<file path="src/rtl/tc_mult_rescale_pipe_if.sv">
// rtl/tc_mult_rescale_pipe_if.sv - operand/result handshake bundle for the TC rescale stage
interface tc_mult_rescale_pipe_if #(
    parameter int OUT_W = 14,
    parameter int CNT_W = 16
);
    logic                    in_valid;
    logic                    in_ready;
    logic [15:0]             in_a;
    logic signed [16:0]      in_b;
    logic                    out_valid;
    logic                    out_ready;
    logic signed [OUT_W-1:0] out_data;
    logic                    out_sat;
    logic [CNT_W-1:0]        sat_count;

    modport master (
        output in_valid, in_a, in_b, out_ready,
        input  in_ready, out_valid, out_data, out_sat, sat_count
    );

    modport slave (
        input  in_valid, in_a, in_b, out_ready,
        output in_ready, out_valid, out_data, out_sat, sat_count
    );
endinterface

</file>
<file path="src/rtl/tc_mult_rescale_pipe.sv">
// rtl/tc_mult_rescale_pipe.sv - 3-stage 16u x 17s multiply, shift and saturate; TC_RESCALE_ROUND_EN adds round-half-up
module tc_mult_rescale_pipe #(
    parameter int SHIFT = 14,
    parameter int OUT_W = 14,
    parameter int CNT_W = 16
) (
    input  logic                  ap_clk,
    input  logic                  ap_rst,
    tc_mult_rescale_pipe_if.slave bus
);
    localparam int P_W = 31;
    localparam int R_W = P_W + 2;
    localparam logic signed [R_W-1:0] OUT_MAX = (R_W'(1) <<< (OUT_W - 1)) - R_W'(1);
    localparam logic signed [R_W-1:0] OUT_MIN = -(R_W'(1) <<< (OUT_W - 1));

    logic                    s1_v_q, s2_v_q, s3_v_q;
    logic [15:0]             s1_a_q;
    logic signed [16:0]      s1_b_q;
    logic signed [P_W-1:0]   s2_p_q, s2_p_d;
    logic signed [OUT_W-1:0] s3_data_q, s3_data_d;
    logic                    s3_sat_q, s3_sat_d;
    logic [CNT_W-1:0]        sat_cnt_q, sat_cnt_d;

    logic                    ld1, ld2, ld3;
    logic signed [P_W-1:0]   a_ext, b_ext;
    logic signed [R_W-1:0]   p_ext, rnd_sum, r_shift;

    // Bubble-collapsing load chain: a stage loads when empty or when its successor moves.
    assign ld3 = !s3_v_q || bus.out_ready;
    assign ld2 = !s2_v_q || ld3;
    assign ld1 = !s1_v_q || ld2;

    assign bus.in_ready  = ld1 && !ap_rst;
    assign bus.out_valid = s3_v_q;
    assign bus.out_data  = s3_data_q;
    assign bus.out_sat   = s3_sat_q;
    assign bus.sat_count = sat_cnt_q;

    // Multiplying at P_W bits keeps exactly the low 31 bits of the full product.
    assign a_ext  = {{(P_W - 16){1'b0}}, s1_a_q};
    assign b_ext  = {{(P_W - 17){s1_b_q[16]}}, s1_b_q};
    assign s2_p_d = a_ext * b_ext;

    assign p_ext = {{(R_W - P_W){s2_p_q[P_W-1]}}, s2_p_q};
`ifdef TC_RESCALE_ROUND_EN
    assign rnd_sum = p_ext + (R_W'(1) <<< (SHIFT - 1));
`else
    assign rnd_sum = p_ext;
`endif
    assign r_shift = rnd_sum >>> SHIFT;

    always_comb begin
        s3_data_d = r_shift[OUT_W-1:0];
        s3_sat_d  = 1'b0;
        if (r_shift > OUT_MAX) begin
            s3_data_d = OUT_MAX[OUT_W-1:0];
            s3_sat_d  = 1'b1;
        end else if (r_shift < OUT_MIN) begin
            s3_data_d = OUT_MIN[OUT_W-1:0];
            s3_sat_d  = 1'b1;
        end
    end

    always_comb begin
        sat_cnt_d = sat_cnt_q;
        if (s3_v_q && bus.out_ready && s3_sat_q && (sat_cnt_q != {CNT_W{1'b1}}))
            sat_cnt_d = sat_cnt_q + 1'b1;
    end

    always_ff @(posedge ap_clk) begin
        if (ap_rst) begin
            s1_v_q    <= 1'b0;
            s2_v_q    <= 1'b0;
            s3_v_q    <= 1'b0;
            s1_a_q    <= '0;
            s1_b_q    <= '0;
            s2_p_q    <= '0;
            s3_data_q <= '0;
            s3_sat_q  <= 1'b0;
            sat_cnt_q <= '0;
        end else begin
            if (ld1) begin
                s1_v_q <= bus.in_valid;
                s1_a_q <= bus.in_a;
                s1_b_q <= bus.in_b;
            end
            if (ld2) begin
                s2_v_q <= s1_v_q;
                s2_p_q <= s2_p_d;
            end
            if (ld3) begin
                s3_v_q    <= s2_v_q;
                s3_data_q <= s3_data_d;
                s3_sat_q  <= s3_sat_d;
            end
            sat_cnt_q <= sat_cnt_d;
        end
    end
endmodule

</file>
<file path="src/flat_wrapper.sv">
// flat-port wrapper written by rule: the top's interface ports become plain ports
module tc_mult_rescale_pipe_flat 
#(
    parameter int SHIFT = 14,
    parameter int OUT_W = 14,
    parameter int CNT_W = 16
)
  (ap_clk, ap_rst, bus_in_valid, bus_in_a, bus_in_b, bus_out_ready, bus_in_ready, bus_out_valid, bus_out_data, bus_out_sat, bus_sat_count);
  tc_mult_rescale_pipe_if #(.OUT_W(OUT_W), .CNT_W(CNT_W)) bus_i ();
  input  logic ap_clk;
  input  logic ap_rst;
  input wire logic [$bits(bus_i.in_valid)-1:0] bus_in_valid;
  input wire logic [$bits(bus_i.in_a)-1:0] bus_in_a;
  input wire logic [$bits(bus_i.in_b)-1:0] bus_in_b;
  input wire logic [$bits(bus_i.out_ready)-1:0] bus_out_ready;
  output wire logic [$bits(bus_i.in_ready)-1:0] bus_in_ready;
  output wire logic [$bits(bus_i.out_valid)-1:0] bus_out_valid;
  output wire logic [$bits(bus_i.out_data)-1:0] bus_out_data;
  output wire logic [$bits(bus_i.out_sat)-1:0] bus_out_sat;
  output wire logic [$bits(bus_i.sat_count)-1:0] bus_sat_count;
  assign bus_i.in_valid = bus_in_valid;
  assign bus_i.in_a = bus_in_a;
  assign bus_i.in_b = bus_in_b;
  assign bus_i.out_ready = bus_out_ready;
  assign bus_in_ready = bus_i.in_ready;
  assign bus_out_valid = bus_i.out_valid;
  assign bus_out_data = bus_i.out_data;
  assign bus_out_sat = bus_i.out_sat;
  assign bus_sat_count = bus_i.sat_count;
  tc_mult_rescale_pipe #(.SHIFT(SHIFT), .OUT_W(OUT_W), .CNT_W(CNT_W)) u_core (.ap_clk(ap_clk), .ap_rst(ap_rst), .bus(bus_i));
endmodule
</file>
<file path="config.mk">
export PLATFORM = sky130hd
export DESIGN_NAME = tc_mult_rescale_pipe_flat
export DESIGN_NICKNAME = d
export VERILOG_FILES = /design/src/rtl/tc_mult_rescale_pipe_if.sv /design/src/rtl/tc_mult_rescale_pipe.sv /design/src/flat_wrapper.sv
export SDC_FILE = /design/constraint.sdc
export NUM_CORES = 1
export LEC_CHECK = 0
export BUFFER_PORTS_ARGS = -buffer_cell sky130_fd_sc_hd__buf_2
export CORE_ASPECT_RATIO = 1.1
export CORE_MARGIN = 10
export CORE_UTILIZATION = 65
export CTS_CLUSTER_DIAMETER = 40
export DETAILED_ROUTE_END_ITERATION = 10
export PLACE_DENSITY = 0.84
export REMOVE_ABC_BUFFERS = 1
export SLEW_MARGIN = 10
export SYNTH_ARGS = -nofsm -noshare
export SYNTH_HDL_FRONTEND = slang
export SYNTH_SLANG_ARGS = --single-unit
export TNS_END_PERCENT = 20
</file>
<file path="constraint.sdc">
create_clock -name ap_clk -period 18.1 [get_ports ap_clk]
set_input_delay 2.715 -clock ap_clk [delete_from_list [all_inputs] [get_ports ap_clk]]
set_output_delay 2.715 -clock ap_clk [all_outputs]
set_load 0.01 [all_outputs]
</file>
Word-level counts from Yosys, hierarchy flattened. Cells that the tools add are included.

Word-level logic and storage cells: 29. Flip-flop bits (word level): 98. Input bits: 37.

Equality and inequality tests: 1. $lt $le $gt $ge: 2. Reduce and logical (&&, ||, !) cells: 11. Add/subtract/negate cells: 1. Multiply operators: 1. Multiplexer cells: 4.

Operator list (number): 17-bit by 17-bit multiplier with 31-bit output (1); 14-bit two-way mux (2); 17-bit by 14-bit greater-than comparator with 1-bit output (second input constant) (1); 17-bit by 14-bit < comparator with 1-bit output (second input constant) (1); 16-bit by 1-bit adder with 16-bit output (second input constant) (1); 16-bit inequality test (second input constant) (1); 1-bit logical AND (4); 1-bit zero test (4); 1-bit logical OR (3); 1-bit two-way mux (2).

Longest topological paths before layout. Gate-level depths: netlist of the first run.

Depth in word-level cells: 5. Mapped depth: 23. Depth with buffers taken out: 21.

Least setup slack after synthesis of the first run. OpenSTA, ideal clock, no wires.

Path type: input-to-output. Start: input bus_out_ready. End: output bus_in_ready. Data arrival time: 3698 ps. Buffers on the path: 2. Data required time: 15385 ps. Setup slack: 11687 ps. Cell stages on the path: 5. Path through: nor2b_1 > and3_1 > clkbuf_1 > clkbuf_1 > nor2_1.

Longest elaborated chain between the ends: 4.

RTL lines: start, declared (RTL line flat_wrapper.sv:15) `input wire logic [$bits(bus_i.out_ready)-1:0] bus_out_ready;`; 1-bit logical OR (RTL line tc_mult_rescale_pipe.sv:29) `assign ld3 = !s3_v_q || bus.out_ready;`; 1-bit logical OR (RTL line tc_mult_rescale_pipe.sv:30) `assign ld2 = !s2_v_q || ld3;`; 1-bit logical OR (RTL line tc_mult_rescale_pipe.sv:31) `assign ld1 = !s1_v_q || ld2;`; 1-bit logical AND (RTL line tc_mult_rescale_pipe.sv:33) `assign bus.in_ready = ld1 && !ap_rst;`; end, declared (RTL line flat_wrapper.sv:16) `output wire logic [$bits(bus_i.in_ready)-1:0] bus_in_ready;`.

Every way passes these cells.

Final worst setup path of the first run.
Start: register u_core.s1_a_q[7]. End: register u_core.s2_p_q[27].

Longest elaborated chain between the ends: 1.

RTL lines: start, declared (RTL line tc_mult_rescale_pipe.sv:17) `logic [15:0] s1_a_q;`; start signal, assigned (RTL line tc_mult_rescale_pipe.sv:84) `s1_a_q <= bus.in_a;`; 17-bit by 17-bit multiplier with 31-bit output (RTL line tc_mult_rescale_pipe.sv:42) `assign s2_p_d = a_ext * b_ext;`; end signal, assigned (RTL line tc_mult_rescale_pipe.sv:89) `s2_p_q <= s2_p_d;`; end, declared (RTL line tc_mult_rescale_pipe.sv:19) `logic signed [P_W-1:0] s2_p_q, s2_p_d;`.

Every way passes these cells. A chain may end at the register's enable or synchronous reset.

==> results.cfg, run 1 <==
[cts]
clockRootBuffer = sky130_fd_sc_hd__clkbuf_16
cts_tree = done
cts_max_path_buffers = 2
clkSlewWorstSetupHoldPaths_ns = 0.07
post_cts_repair_resize_count = 0
clkSinkCount = 84
cts_max_level = 3
clk-insertion-delay-late_ns = 0.34
postCtsSetupRepairBufs = 0
cts_buffers = 9
hold_buffers = 0

[drt]
antenna_violating_nets_post_route = 0
detailedRoute.firstPassIterationCount = 5
drt_drc_violations_left = 0
wl_um = 28280
routed-via-count = 9487
route.detailed.vias_per_inst = 5.627
detailedRoute.firstIterationViolations = 535
avgRoutedWirePerCell_um = 16.77

[floorplanning]
placeableCoreArea_um2 = 18350
boundaryPins = 70
initial_core_utilization_pct = 65.96
placement_rows = 52
die_y_um = 163.1
die_x_um = 150.1
floorplan_die_area_um2 = 24480

[worst_setup_path]
endpoint_kind = flop
worstPathCellList = nand2_1 -> fa_1 -> inv_1 -> fa_1 -> inv_1 -> fa_1 -> inv_1 -> fa_1 -> fa_1 -> inv_1 -> fa_1 -> inv_1 -> ha_1 -> a21oi_1 -> nand3_1 -> nor2_1 -> a211oi_1 -> o21ai_1 -> xor2_1 -> a211oi_2
crit_buf_inv = 5
cp_slowest_stage_delay_ns = 0.86
cp_data_required_time_ns = 18.29
critPathSlowestCell = sky130_fd_sc_hd__dfxtp_1
crit_arrival_ns = 6.72
startpoint_type = flop
timing.critical_path.mode_cell = sky130_fd_sc_hd__fa_1
worstPathMaxFanout = 18
start_to_end_type_of_the_worst_setup_path = reg2reg
cpLargestDelayFamily = adder cells

[yosys]
synth-seq-area-share_pct = 13.89
async_flop_share_pct = 0
synth_cell_types = 49
yosysWarnings = 0
synthesis.instances = 1417
ys_ff_latch = 84
synth.avg_cell_area_um2 = 8.541
synth_enable_flop_cells = 0
synthFlopType = sky130_fd_sc_hd__dfxtp_1
syn_area_um2 = 12100

[placement]
portBuffers = 69
detailed_place_hpwl_um = 21420
finalWeightedCongestion = 0.9268

[timing]
worstMarginPinSlew_ns = 1.150
highest_attainable_clock_frequency_ghz = 0.1533
count_of_final_hold_check_violations = 0
slew_viol_final = 0
skew_ns = 0.008717
post-route-min-period_ns = 6.524
period_share_pct = 36.04
fin_tns_setup_ns = 0
finalSetupViolCount = 0
maxSlewHeadroom_pct = 23.12
rsz0062_at_grt = no

[global_route]
grt_pass1_vias = 10340
globalRoute.totalOverflow = 0
grt.total_usage_pct = 24.61
grt_start_max_net_pins = 89
antenna_found_initial = 0
first_pass_grt_wire_length_um = 49090

[power_and_ir_drop]
power.density_nw_per_um2 = 68.00
leakage_nw = 6.592
ir_worst_vdd_mv = 0.08550

[final_layout]
post-route-util_pct = 70.07
drive_gt1_share_pct = 6.791
ant_diodes = 0
final_net_count = 1790
area_growth_syn_to_layout_pct = 6.224

[status]
run_status = finished clean

[hold_path]
timing.hold.worst.class = reg2reg

[flow_run]
cap_viol_max_count = 0
report_power, final:
group	switching (mW)	internal [mW]	leakage [nW]
Clock	0.0807	0.109	0.150
Combinational	0.260	0.177	5.75
Sequential	0.0352	0.212	0.695
cells by family after synthesis:
group                      synth area share (%)
xor gates and xnor gates                  2.316
and+or+nand+nor                           20.34
DFF                                       13.89
muxes                                    0.3308
AOI/OAI and AO/OA                         7.319
buffers and inverters                     10.34
adders and majority gates                 45.47
metal layers:
| metal | GRT usage (%) | up-vias | wire length, um | part of all wire [%] |
|---|---|---|---|---|
| met4 | 11.72 | 0 | 1272 | 4.5 |
| met2 | 43.39 | 322 | 14660 | 52 |
| li1 | - | 4357 | - | - |
| met1 | 29.00 | 4711 | 10930 | 39 |
| met5 | 0 | - | 0 | 0 |
| met3 | 3.238 | 97 | 1424 | 5.0 |
state kept, by name (all words and copies together) (netlist names):
name,cells
u_core.bus.out_data,14
u_core.s2_v_q,1
u_core.bus.out_sat,1
u_core.s2_p_q,17
u_core.s1_v_q,1
u_core.s1_a_q,16
u_core.bus.out_valid,1
u_core.bus.sat_count,16
u_core.s1_b_q,17
synthesized netlist by cell type, drive strengths merged, types with 8 or more instances:
cell,number,share of area (%)
a21o,12,0.74
a21oi,79,3.3
and2,148,7.7
clkbuf,62,1.9
dfxtp,84,14
fa,208,34
ha,107,11
inv,269,8.3
nand2,211,6.5
nand2b,13,0.67
nand3,14,0.58
nand4,11,0.57
nor2,59,1.8
nor2b,8,0.41
nor3,21,0.91
o21ai,23,0.95
xnor2,13,0.94
xor2,19,1.4
worst paths after layout:
check | from | end | slack (ns) | depth (start not counted)
min | u_core.s2_p_q[20] | u_core.s2_p_q[20] | 0.46 | 2
min reg2reg | u_core.s2_p_q[20] | u_core.s2_p_q[20] | 0.46 | 2
max | u_core.s1_a_q[7] | u_core.s2_p_q[27] | 11.58 | 20
max reg2reg | u_core.s1_a_q[7] | u_core.s2_p_q[27] | 11.58 | 20
through the flow:
stage                     setup WS (ns)  cell area, um^2  instances  power, mW  hold slack [ns]
after floorplan                   11.58            11860       1353     0.5511           0.4262
after global placement            11.62            12550       1670     0.6669           0.4430
after detailed placement          11.65            12550       1670     0.6762           0.4478
after CTS                         11.63            12860       1686     0.8719           0.4566
after global routing              11.28            12860       1686     0.9442           0.4706
final                             11.58            12860       1686     0.8742           0.4571
final cells by class:
cell class              instances  area, um^2
repair buffers                 74       382.9
multi-input cells            1000        9170
well taps                     243       304.0
inverters                     269        1010
clock inverters                 7       82.58
flip-flops and latches         84        1682
clock buffers                   9       225.2
fillers                      1401        5492
cell usage in the layout (no fill, tap or decap), types with 2 or more instances in the layout:
master / instances
sky130_fd_sc_hd__a211o_1: 3
sky130_fd_sc_hd__a211oi_1: 4
sky130_fd_sc_hd__a21o_1: 12
sky130_fd_sc_hd__a21oi_1: 77
sky130_fd_sc_hd__a21oi_2: 2
sky130_fd_sc_hd__a31oi_1: 5
sky130_fd_sc_hd__a41oi_1: 2
sky130_fd_sc_hd__and2_1: 148
sky130_fd_sc_hd__and3_1: 5
sky130_fd_sc_hd__and4_1: 2
sky130_fd_sc_hd__buf_2: 69
sky130_fd_sc_hd__buf_4: 5
sky130_fd_sc_hd__clkbuf_16: 9
sky130_fd_sc_hd__dfxtp_1: 84
sky130_fd_sc_hd__fa_1: 208
sky130_fd_sc_hd__ha_1: 107
sky130_fd_sc_hd__inv_1: 269
sky130_fd_sc_hd__inv_8: 2
sky130_fd_sc_hd__mux2i_1: 4
sky130_fd_sc_hd__nand2_1: 211
sky130_fd_sc_hd__nand2b_1: 13
sky130_fd_sc_hd__nand3_1: 14
sky130_fd_sc_hd__nand3b_1: 5
sky130_fd_sc_hd__nand4_1: 11
sky130_fd_sc_hd__nor2_1: 59
sky130_fd_sc_hd__nor2b_1: 8
sky130_fd_sc_hd__nor3_1: 20
sky130_fd_sc_hd__o211ai_1: 4
sky130_fd_sc_hd__o21a_1: 2
sky130_fd_sc_hd__o21ai_0: 20
sky130_fd_sc_hd__o21ai_1: 3
sky130_fd_sc_hd__o21bai_1: 2
sky130_fd_sc_hd__or3_1: 2
sky130_fd_sc_hd__xnor2_1: 13
sky130_fd_sc_hd__xor2_1: 19
tightest hold or removal path, delay by kind of cell (launching register included):
kind | cells | cell delay [ns]
and+or+nand+nor | 1 | 0.05
AOI/OAI and AO/OA | 1 | 0.05
DFF | 1 | 0.31
(Power assumes the default switching activity.)
==> run 2: changes to the inputs <==
--- a/config.mk
+++ b/config.mk
@@ -5,13 +5,14 @@
 export SDC_FILE = /design/constraint.sdc
 export NUM_CORES = 1
 export LEC_CHECK = 0
+export ABC_AREA = 1
 export BUFFER_PORTS_ARGS = -buffer_cell sky130_fd_sc_hd__buf_2
 export CORE_ASPECT_RATIO = 1.1
 export CORE_MARGIN = 10
-export CORE_UTILIZATION = 65
+export CORE_UTILIZATION = 64
 export CTS_CLUSTER_DIAMETER = 40
 export DETAILED_ROUTE_END_ITERATION = 10
-export PLACE_DENSITY = 0.84
+export PLACE_DENSITY = 0.83
 export REMOVE_ABC_BUFFERS = 1
 export SLEW_MARGIN = 10
 export SYNTH_ARGS = -nofsm -noshare
==> constraint.sdc (replaced) <==
create_clock -name ap_clk -period 6.18 [get_ports ap_clk]
set_input_delay 0.927 -clock ap_clk [delete_from_list [all_inputs] [get_ports ap_clk]]
set_output_delay 0.927 -clock ap_clk [all_outputs]
set_load 0.01 [all_outputs]
==> run 2 against run 1 <==
Against the previous run:
- clock power grew to 3.0 times the previous value
- die area up 8.4%
- utilization shrank 0.10 points
- clock skew fell by 0.0014 ns
- first-iteration DRC count rose by 55%
- area after synthesis up 7.9%
- register-to-register slack worse by 11 ns
- critical path depth grew 3
- final area up 8.5%
- via count is 20% higher
- sequential cell count stayed put
- critical path type unchanged
- critical endpoint is now u_core.s2_p_q[19]
- largest power group unchanged
- highest routed layer unchanged
==> results.cfg, run 2 <==
[timing]
skew_ns = 0.007362
period_share_pct = 96.22
count_of_final_hold_check_violations = 0
post-route-min-period_ns = 5.946
finalSetupViolCount = 0
slew_viol_final = 0
highest_attainable_clock_frequency_ghz = 0.1682
timing.hold.ws_ns = 0.4647
rsz0062_at_grt = no
fin_tns_setup_ns = 0
maxSlewHeadroom_pct = 35.07
finalWorstSetupSlack_ns = 0.2339
worstMarginPinSlew_ns = 0.9739

[flow_run]
cap_viol_max_count = 0

[final_layout]
drive_gt1_share_pct = 8.136
mostFrequentLayoutCells = 508 x sky130_fd_sc_hd__inv_1, 467 x sky130_fd_sc_hd__nand2_1, 208 x sky130_fd_sc_hd__fa_1, 107 x sky130_fd_sc_hd__ha_1, 87 x sky130_fd_sc_hd__a21oi_1
fillerInstances = 1649
biggestRegsByFlops = u_core.s1_b_q (17), u_core.s2_p_q (17)
final_net_count = 2203
area_growth_syn_to_layout_pct = 6.742
post-route-util_pct = 69.97
final_area_um2 = 13950
ant_diodes = 0
mostFrequentLayoutCell = sky130_fd_sc_hd__inv_1

[yosys]
synth.avg_cell_area_um2 = 7.175
synth_most_common_cell = sky130_fd_sc_hd__inv_1
netlist_top_cells_area = sky130_fd_sc_hd__fa_1 32%, sky130_fd_sc_hd__inv_1 15%, sky130_fd_sc_hd__nand2_1 13%
synth_top_cell_by_area = sky130_fd_sc_hd__fa_1
yosysWarnings = 0
synth_top_area_share_pct = 31.87
syn_area_um2 = 13070
synthTopCellsByCount = 508 x sky130_fd_sc_hd__inv_1, 467 x sky130_fd_sc_hd__nand2_1, 208 x sky130_fd_sc_hd__fa_1
synthFlopType = sky130_fd_sc_hd__dfxtp_1
synth_enable_flop_cells = 0
synth-seq-area-share_pct = 12.87
synthesis.instances = 1821
async_flop_share_pct = 0
synth_cell_types = 40
ys_ff_latch = 84

[status]
run_status = finished clean

[cts]
cts_buffers = 9
cts_max_level = 3
cts_max_path_buffers = 2
cts_tree = done
clockRootBuffer = sky130_fd_sc_hd__clkbuf_16
clk-insertion-delay-late_ns = 0.36
postCtsSetupRepairBufs = 0
clkSinkCount = 84
clkSlewWorstSetupHoldPaths_ns = 0.08

[worst_setup_path]
endpoint_kind = flop
startpoint_type = flop
worst_r2r_path_depth = 23
cp_data_required_time_ns = 6.44
worstPathMaxFanout = 13
start_to_end_type_of_the_worst_setup_path = reg2reg
critical_path.reg2reg.endpoint = u_core.s2_p_q[19]
reg2reg_setup_slack_ns = 0.23
crit_path_end = u_core.s2_p_q[19]
crit_arrival_ns = 6.21
critical_path.reg2reg.startpoint = u_core.s1_b_q[7]
crit_start = u_core.s1_b_q[7]

[placement]
pre_cts_slack_ns = 0.3229
detailed_place_hpwl_um = 27490
portBuffers = 69
placed_area_um2 = 13660
finalWeightedCongestion = 0.9466

[global_route]
globalRoute.totalOverflow = 0
grt_start_max_net_pins = 57
grt.total_usage_pct = 27.00
antenna_found_initial = 0
grt_pass1_vias = 12170
first_pass_grt_wire_length_um = 57540

[drt]
detailedRoute.firstIterationViolations = 828
routed_wire_length_on_met2_um = 17570
dr_wl_met3_um = 2559
detailedRoute.firstPassIterationCount = 5
wl_um = 34670
highest-signal-layer = met4
antenna_violating_nets_post_route = 0
routed-via-count = 11370
met1_layer_wirelength_in_the_final_routing_um = 12920
avgRoutedWirePerCell_um = 16.45
drt_drc_violations_left = 0
route.detailed.vias_per_inst = 5.392

[power_and_ir_drop]
leakage_nw = 8.502
power.density_nw_per_um2 = 191.6
ir_worst_vdd_mv = 0.2011

[floorplanning]
placeableCoreArea_um2 = 19930
die_x_um = 156.2
floorplan_die_area_um2 = 26540
die_y_um = 169.9
boundaryPins = 70
placement_rows = 54
initial_core_utilization_pct = 65.55

[hold_path]
timing.hold.worst.class = reg2reg
-- run 2: changes by cell type after synthesis, sizes merged, moves of 18 or more --
cell   before  now
o21ai      23   41
nor2       59   81
nand3      14   74
and2      148    2
inv       269  512
nand2     211  469
-- run 2: metrics by stage --
step                      std cells  power, mW
after floorplan                1729      1.676
after global placement         2092      2.062
after detailed placement       2092      2.094
after CTS                      2108      2.669
after global routing           2108      2.904
final                          2108      2.672
-- run 2: worst min path at each step --
stage | from | end | slack [ns] | cells after the start
after detailed placement | u_core.s2_p_q[23] | u_core.bus.out_data[9] | 0.46 | 2
after CTS | u_core.s2_p_q[23] | u_core.bus.out_data[9] | 0.47 | 2
final | u_core.s2_p_q[23] | u_core.bus.out_data[9] | 0.46 | 2
after global placement | u_core.s2_p_q[16] | u_core.bus.out_data[2] | 0.45 | 2
after floorplan | u_core.s2_p_q[14] | u_core.bus.out_data[0] | 0.44 | 2
after global routing | u_core.s2_p_q[23] | u_core.bus.out_data[9] | 0.48 | 2
-- run 2: critical path, cell delays in order (launching register included) --
cell,delay [ns]
sky130_fd_sc_hd__dfxtp_1,0.75
sky130_fd_sc_hd__nand2_1,0.12
sky130_fd_sc_hd__inv_1,0.10
sky130_fd_sc_hd__fa_1,0.40
sky130_fd_sc_hd__inv_1,0.10
sky130_fd_sc_hd__fa_1,0.42
sky130_fd_sc_hd__fa_1,0.52
sky130_fd_sc_hd__inv_1,0.05
sky130_fd_sc_hd__fa_1,0.47
sky130_fd_sc_hd__fa_1,0.55
sky130_fd_sc_hd__inv_1,0.05
sky130_fd_sc_hd__fa_1,0.53
sky130_fd_sc_hd__inv_1,0.04
sky130_fd_sc_hd__ha_1,0.36
sky130_fd_sc_hd__nand2_1,0.14
sky130_fd_sc_hd__nor2_1,0.32
sky130_fd_sc_hd__nor3b_2,0.22
sky130_fd_sc_hd__nand2_1,0.11
sky130_fd_sc_hd__nand2_1,0.15
sky130_fd_sc_hd__nand2_1,0.09
sky130_fd_sc_hd__nand3_1,0.09
sky130_fd_sc_hd__nand3_1,0.11
sky130_fd_sc_hd__nand2_1,0.11
sky130_fd_sc_hd__inv_1,0.04
-- run 2: what timing repair did --
action,CTS,global route
resized for setup,0,2
endpoints found under the setup margin,0,13
hold buffers,0,0
-- run 2: routing by layer --
layer  vias up  track usage, %
li1       5329               -
met1      5437           31.32
met2       481           48.43
met3       120           3.732
met4         0           12.28
met5         -               0
-- run 2: final cells by class --
| class | count | area (um^2) | share of cell area [%] |
|---|---|---|---|
| Multi-Input combinational cell | 1133 | 9079 | 65.10 |
| Inverter | 512 | 1922 | 13.78 |
| Sequential cell | 84 | 1684 | 12.08 |
| Timing Repair Buffer | 111 | 660.6 | 4.737 |
| Tap cell | 252 | 315.3 | 2.261 |
| Clock buffer | 9 | 225.2 | 1.615 |
| Clock inverter | 7 | 60.06 | 0.4306 |
-- run 2: report_power, final --
part	internal, mW	switching (mW)	leakage [nW]
Sequential	0.618	0.0834	0.695
Clock	0.281	0.284	0.136
Combinational	0.522	0.884	7.67
-- run 2: logic make-up after synthesis --
logic type	after synthesis	share of synthesized area, %
buffers and inverters	604	17.64
adders and majority gates	315	42.12
AOI/OAI and AO/OA	145	5.842
DFF	84	12.87
and+or+nand+nor	661	20.72
xor gates and xnor gates	12	0.8045
